===== config.mk =====
export PLATFORM = sky130hd
export DESIGN_NAME = universal_shift_register_4b
export DESIGN_NICKNAME = d
export VERILOG_FILES = /design/src/rtl/universal_shift_register_4b.sv
export SDC_FILE = /design/constraint.sdc
export NUM_CORES = 1
export LEC_CHECK = 0
export CORE_AREA = 2 2 39 41
export CTS_CLUSTER_DIAMETER = 150
export DETAILED_ROUTE_END_ITERATION = 10
export DIE_AREA = 0 0 41 43
export PLACE_DENSITY_LB_ADDON = 0.12
export SLEW_MARGIN = 5
export SYNTH_ARGS = -nofsm -noshare
export SYNTH_HDL_FRONTEND = slang
export SYNTH_SLANG_ARGS = --single-unit

===== constraint.sdc =====
create_clock -name clk -period 1.1 [get_ports clk]
set_clock_uncertainty 0.15 [all_clocks]
set_input_delay 0.22 -clock clk [delete_from_list [all_inputs] [get_ports clk]]
set_output_delay 0.22 -clock clk [all_outputs]
set_load 0.1 [all_outputs]

===== src/rtl/universal_shift_register_4b.sv =====
// 4-bit universal register: SISO / SIPO / PISO / PIPO selected by mode.
// Optional feature macro UREG_PISO_ROTATE_EN: PISO shift recirculates MSB instead of zero-filling.
module universal_shift_register_4b (
    input  logic       clk,
    input  logic       rst,
    input  logic       enable,
    input  logic [1:0] mode,
    input  logic       load,
    input  logic       siso_in,
    input  logic [3:0] parallel_in,
    output logic       siso_out,
    output logic [3:0] parallel_out,
    output logic [3:0] pipo_out,
    output logic [3:0] reg_data
);

    localparam logic [1:0] MODE_SISO = 2'b00;
    localparam logic [1:0] MODE_SIPO = 2'b01;
    localparam logic [1:0] MODE_PISO = 2'b10;
    localparam logic [1:0] MODE_PIPO = 2'b11;

    logic [3:0] r_q;
    logic [3:0] r_d;
    logic       piso_fill_s;

`ifdef UREG_PISO_ROTATE_EN
    assign piso_fill_s = r_q[3];
`else
    assign piso_fill_s = 1'b0;
`endif

    // Next-state selection: hold when disabled, otherwise the mode action.
    always_comb begin
        r_d = r_q;
        if (!enable) begin
            r_d = r_q;
        end else begin
            case (mode)
                MODE_SISO: r_d = {r_q[2:0], siso_in};
                MODE_SIPO: r_d = {r_q[2:0], siso_in};
                MODE_PISO: begin
                    if (load) begin
                        r_d = parallel_in;
                    end else begin
                        r_d = {r_q[2:0], piso_fill_s};
                    end
                end
                MODE_PIPO: begin
                    if (load) begin
                        r_d = parallel_in;
                    end else begin
                        r_d = r_q;
                    end
                end
                default: r_d = r_q;
            endcase
        end
    end

    // State register with asynchronous clear.
    always_ff @(posedge clk or posedge rst) begin
        if (rst) begin
            r_q <= 4'b0000;
        end else begin
            r_q <= r_d;
        end
    end

    // Observation views are decoded straight from the register and current mode.
    always_comb begin
        siso_out     = r_q[3];
        reg_data     = r_q;
        parallel_out = 4'b0000;
        pipo_out     = 4'b0000;
        if (mode == MODE_SIPO) begin
            parallel_out = r_q;
        end else begin
            parallel_out = 4'b0000;
        end
        if (mode == MODE_PIPO) begin
            pipo_out = r_q;
        end else begin
            pipo_out = 4'b0000;
        end
    end

endmodule


# Yosys cells after proc, flatten, opt, wreduce, memory -nomap -nowiden
# Cells that the tools add are included.
# op_classes
eq_ne,4
mux,5
reduce_logical,3
# ops
operator,n
$mux W4,4
$pmux W4 S3,1
$eq A2 B2 Y1 const B,2
$eq A2 B1 Y1 const B,1
$logic_not A2 Y1,1
$ne A2 B2 Y1 const B,1
$reduce_and A2 Y1,1
$reduce_or A2 Y1,1
# totals
register_bits,4
inputBits,11
out_inout_bits,13
wordCells,13

# Longest topological paths before layout
# Gate-level depths: netlist of run 1.
# logic_depth
word_depth,3
mapped_depth,3
depth_no_buf,3

# Worst setup path before layout of run 1
# No wires, ideal clock.
# synth_timing
path_kind,register to output
start,reg r_q[2] (netlist: reg_data[2])
end,out parallel_out[2]
arrival_ps,1803
required_time_ps,730
setup_slack_ps,-1073
stages_incl_launch_ff,2
path_buffers,0
cell_sequence,dfrtp_1 > and2_1
# synth_via
elab_chain_cells,1
# synth_lines
element,line,rtl
from (decl),22,logic [3:0] r_q;
from (signal assigned),65,r_q <= r_d;
$mux W4,75,if (mode == MODE_SIPO) begin
to (decl),12,"output logic [3:0] parallel_out,"
# Every way passes these cells.

# Worst setup path in the final report of run 1
# layout_timing
start,reg r_q[2] (netlist: reg_data[2])
end,out pipo_out[2]
# layout_via
elab_chain_cells,1
# layout_lines
element,line,rtl
$mux W4,80,if (mode == MODE_PIPO) begin
to (decl),13,"output logic [3:0] pipo_out,"
# Every way passes these cells.

==> reports/qor.yml, run 1 <==
status: "finished, violations left"
synthTopCellsByArea: "dfrtp_1 (34%), mux2_2 (15%), and3_2 (10%), and2_1 (8.5%), mux2_1 (7.7%)"
crit_required_ns: 0.73
clk_pin_slew_worst_paths_ns: 0.04
synth.area.mux_share: 0.282
hpwl_um: 825
cp-start-kind: "flop"
firstDrtPassIters: 2
netlist_area_um2: 293
drt_iter0_markers: 3
peakVddDrop_uv: 1040
routedWlPerCell_um: 11.7
synth-compound-area-share: 0.0812
pre_cts_ws_ns: -0.732
finalWeightedCongestion: 0.644
layout_common_cells: "buf_12 (13), buf_4 (11), clkdlybuf4s50_1 (6)"
power_frac_seq: 0.157
switchingPower_uw: 728
synth_fp_nets: 39
syn_avg_cell_area_um2: 10.5
power_density_nw_per_um2: 1800
core_area_um2: 1380
tightest_slew_ns: 0.212
routed-via-count: 337
grt_overflow: 0
clock_path_buffers: 2
worst_hold_path_type: "primary input to asynchronous set/reset pin"
syn_inst: 28
crit_arrival_ns: 1.04
p_leak_uw: 0.000389
internal_power_uw: 792
cts_sinks: 4
port_buffers: 23
slew_headroom: 0.858
numCtsBuffers: 3
final_common_cell: "buf_12"
cts_root_buf: "clkbuf_4"
seq_area_frac_synth: 0.342
drc: 0
yosysTopAreaCell: "dfrtp_1"
setup_viol: 17
synth_fa_ha_area_frac: 0
path_class: "flop to primary output"
rows: 14
placed_cell_area_um2: 781
synthXorXnorAreaFrac: 0
swShare: 0.479
grt_max_degree: 7
share_comb_of_total_power: 0.727
ys_types: 12
routed_wl_um: 948
fin_cells: 81
yosysTopAreaCellShare: 0.342
area.growth.synth_to_final_pct: 188
maxSlewViolCount: 0
grt_pass1_vias: 327
grt_pass1_wl_mm: 1.58
largest_reg_flops: 4
synth_top_family_by_area: "multiplexers"
violations: "negative setup slack"
die_y_um: 43
clockPowerShare: 0.116
finalNetCount: 78
min_period_ns: 1.41
end_kind: "primary output"
fin_hold_ws_ns: 0.0266
die_area_um2: 1760
post-route-util: 0.608
diodes: 0
finalCritPeriodShare: 1.28
synth_seq_cells: 4
fmaxAchievable_mhz: 712
ant_nets: 0
via_per_inst: 4.16
yosysWarnings: 0
drv_cap: 0
dp.cells: 75
cts_tree: "built"
cp_max_fo: 4
clk_latency_ns: 0.23
setup_ws_ns: -0.305
post-route-cell-area_um2: 842
grt_usage: 0.138
grt_setup_unrepaired: "true"
synthSimpleGateAreaFrac: 0.231
io-pin-count: 24
drive_above_1_share: 0.815
htreeDepth: 1
antenna_found_initial: 0
start_util: 0.212
die_w_um: 41
hold_viol: 0
## final timing paths
path	from	endpoint	slack (ns)	depth (start not counted)
worst min register to register	reg_data[0]$_DFFE_PP0P_	reg_data[0]$_DFFE_PP0P_	0.53	2
worst min-delay path	rst	reg_data[2]$_DFFE_PP0P_	0.03	2
min in group clk	mode[0]	reg_data[0]$_DFFE_PP0P_	0.37	4
worst max-delay path	reg_data[2]$_DFFE_PP0P_	pipo_out[2]	-0.31	2
max in group asynchronous	rst	reg_data[0]$_DFFE_PP0P_	0.59	2
worst max register to register	reg_data[0]$_DFFE_PP0P_	reg_data[1]$_DFFE_PP0P_	-0.29	3
## metal layers
layer	track usage	wire [µm]	vias up
li1	-	-	170
met4	0.0600	0	0
met5	0	0	-
met3	0.0366	71	0
met2	0.250	565	16
met1	0.134	310	151
## repair_timing
| action | 4_1_cts | 5_1_grt |
|---|---|---|
| resized for setup | 18 | 2 |
| buffers inserted | 3 | 0 |
| setup endpoints to repair | 17 | 17 |
| endpoints found under the hold margin | 0 | 0 |
| hold buffers | 0 | 0 |
| cloned | 0 | 0 |
| pin swaps | 7 | 1 |
## power by group through the flow
stage          sequential, µW  clock (µW)  combinational (µW)
6_report                  239         176                1110
5_1_grt                   246         202                1140
4_1_cts                   240         186                1110
3_5_place_dp              247           0                1060
3_3_place_gp              241           0                1050
2_1_floorplan             480           0                 380
## cells in the mapped netlist
library cell and number:
inv_1 3, o22ai_1 1, buf_4 1, and2_1 4, and2b_2 1, mux2_1 2, nand2_1 1, dfrtp_1 4
and3_2 4, o21ai_2 2, mux2_4 1, mux2_2 4
## metrics by stage
stage          TNS, ns  power (µW)
6_report         -4.72        1520
5_1_grt          -5.30        1590
4_1_cts          -4.92        1540
3_5_place_dp     -8.01        1310
3_3_place_gp     -7.91        1290
2_1_floorplan    -3.64         861
## critical path: stages, from the launching register on
cell	delay, ns
dfrtp_4	0.48
and3_4	0.16
buf_12	0.16
## final cells by class
class                   instances  area [µm²]
clock buffers                   3        22.5
flip-flops and latches          4         115
multi-input cells              20         229
well taps                      16        20.0
repair buffers                 35         444
fillers                       113         542
inverters                       3        11.3
## logic make-up (layout without fill, tap and decap cells)
| family | after synthesis | count (layout) |
|---|---|---|
| flops | 4 | 4 |
| mux | 7 | 7 |
| simple gates | 10 | 10 |
| buf+inv | 4 | 41 |
| compound gates | 3 | 3 |
(Power assumes the default switching activity.)
==> run 2: changes to the inputs <==
--- a/config.mk
+++ b/config.mk
@@ -6,7 +6,6 @@
 export NUM_CORES = 1
 export LEC_CHECK = 0
 export CORE_AREA = 2 2 39 41
-export CTS_CLUSTER_DIAMETER = 150
 export DETAILED_ROUTE_END_ITERATION = 10
 export DIE_AREA = 0 0 41 43
 export PLACE_DENSITY_LB_ADDON = 0.12
==> results of run 2 <==
Same layout as run 1: the final DEF is identical, and so are final timing and power.
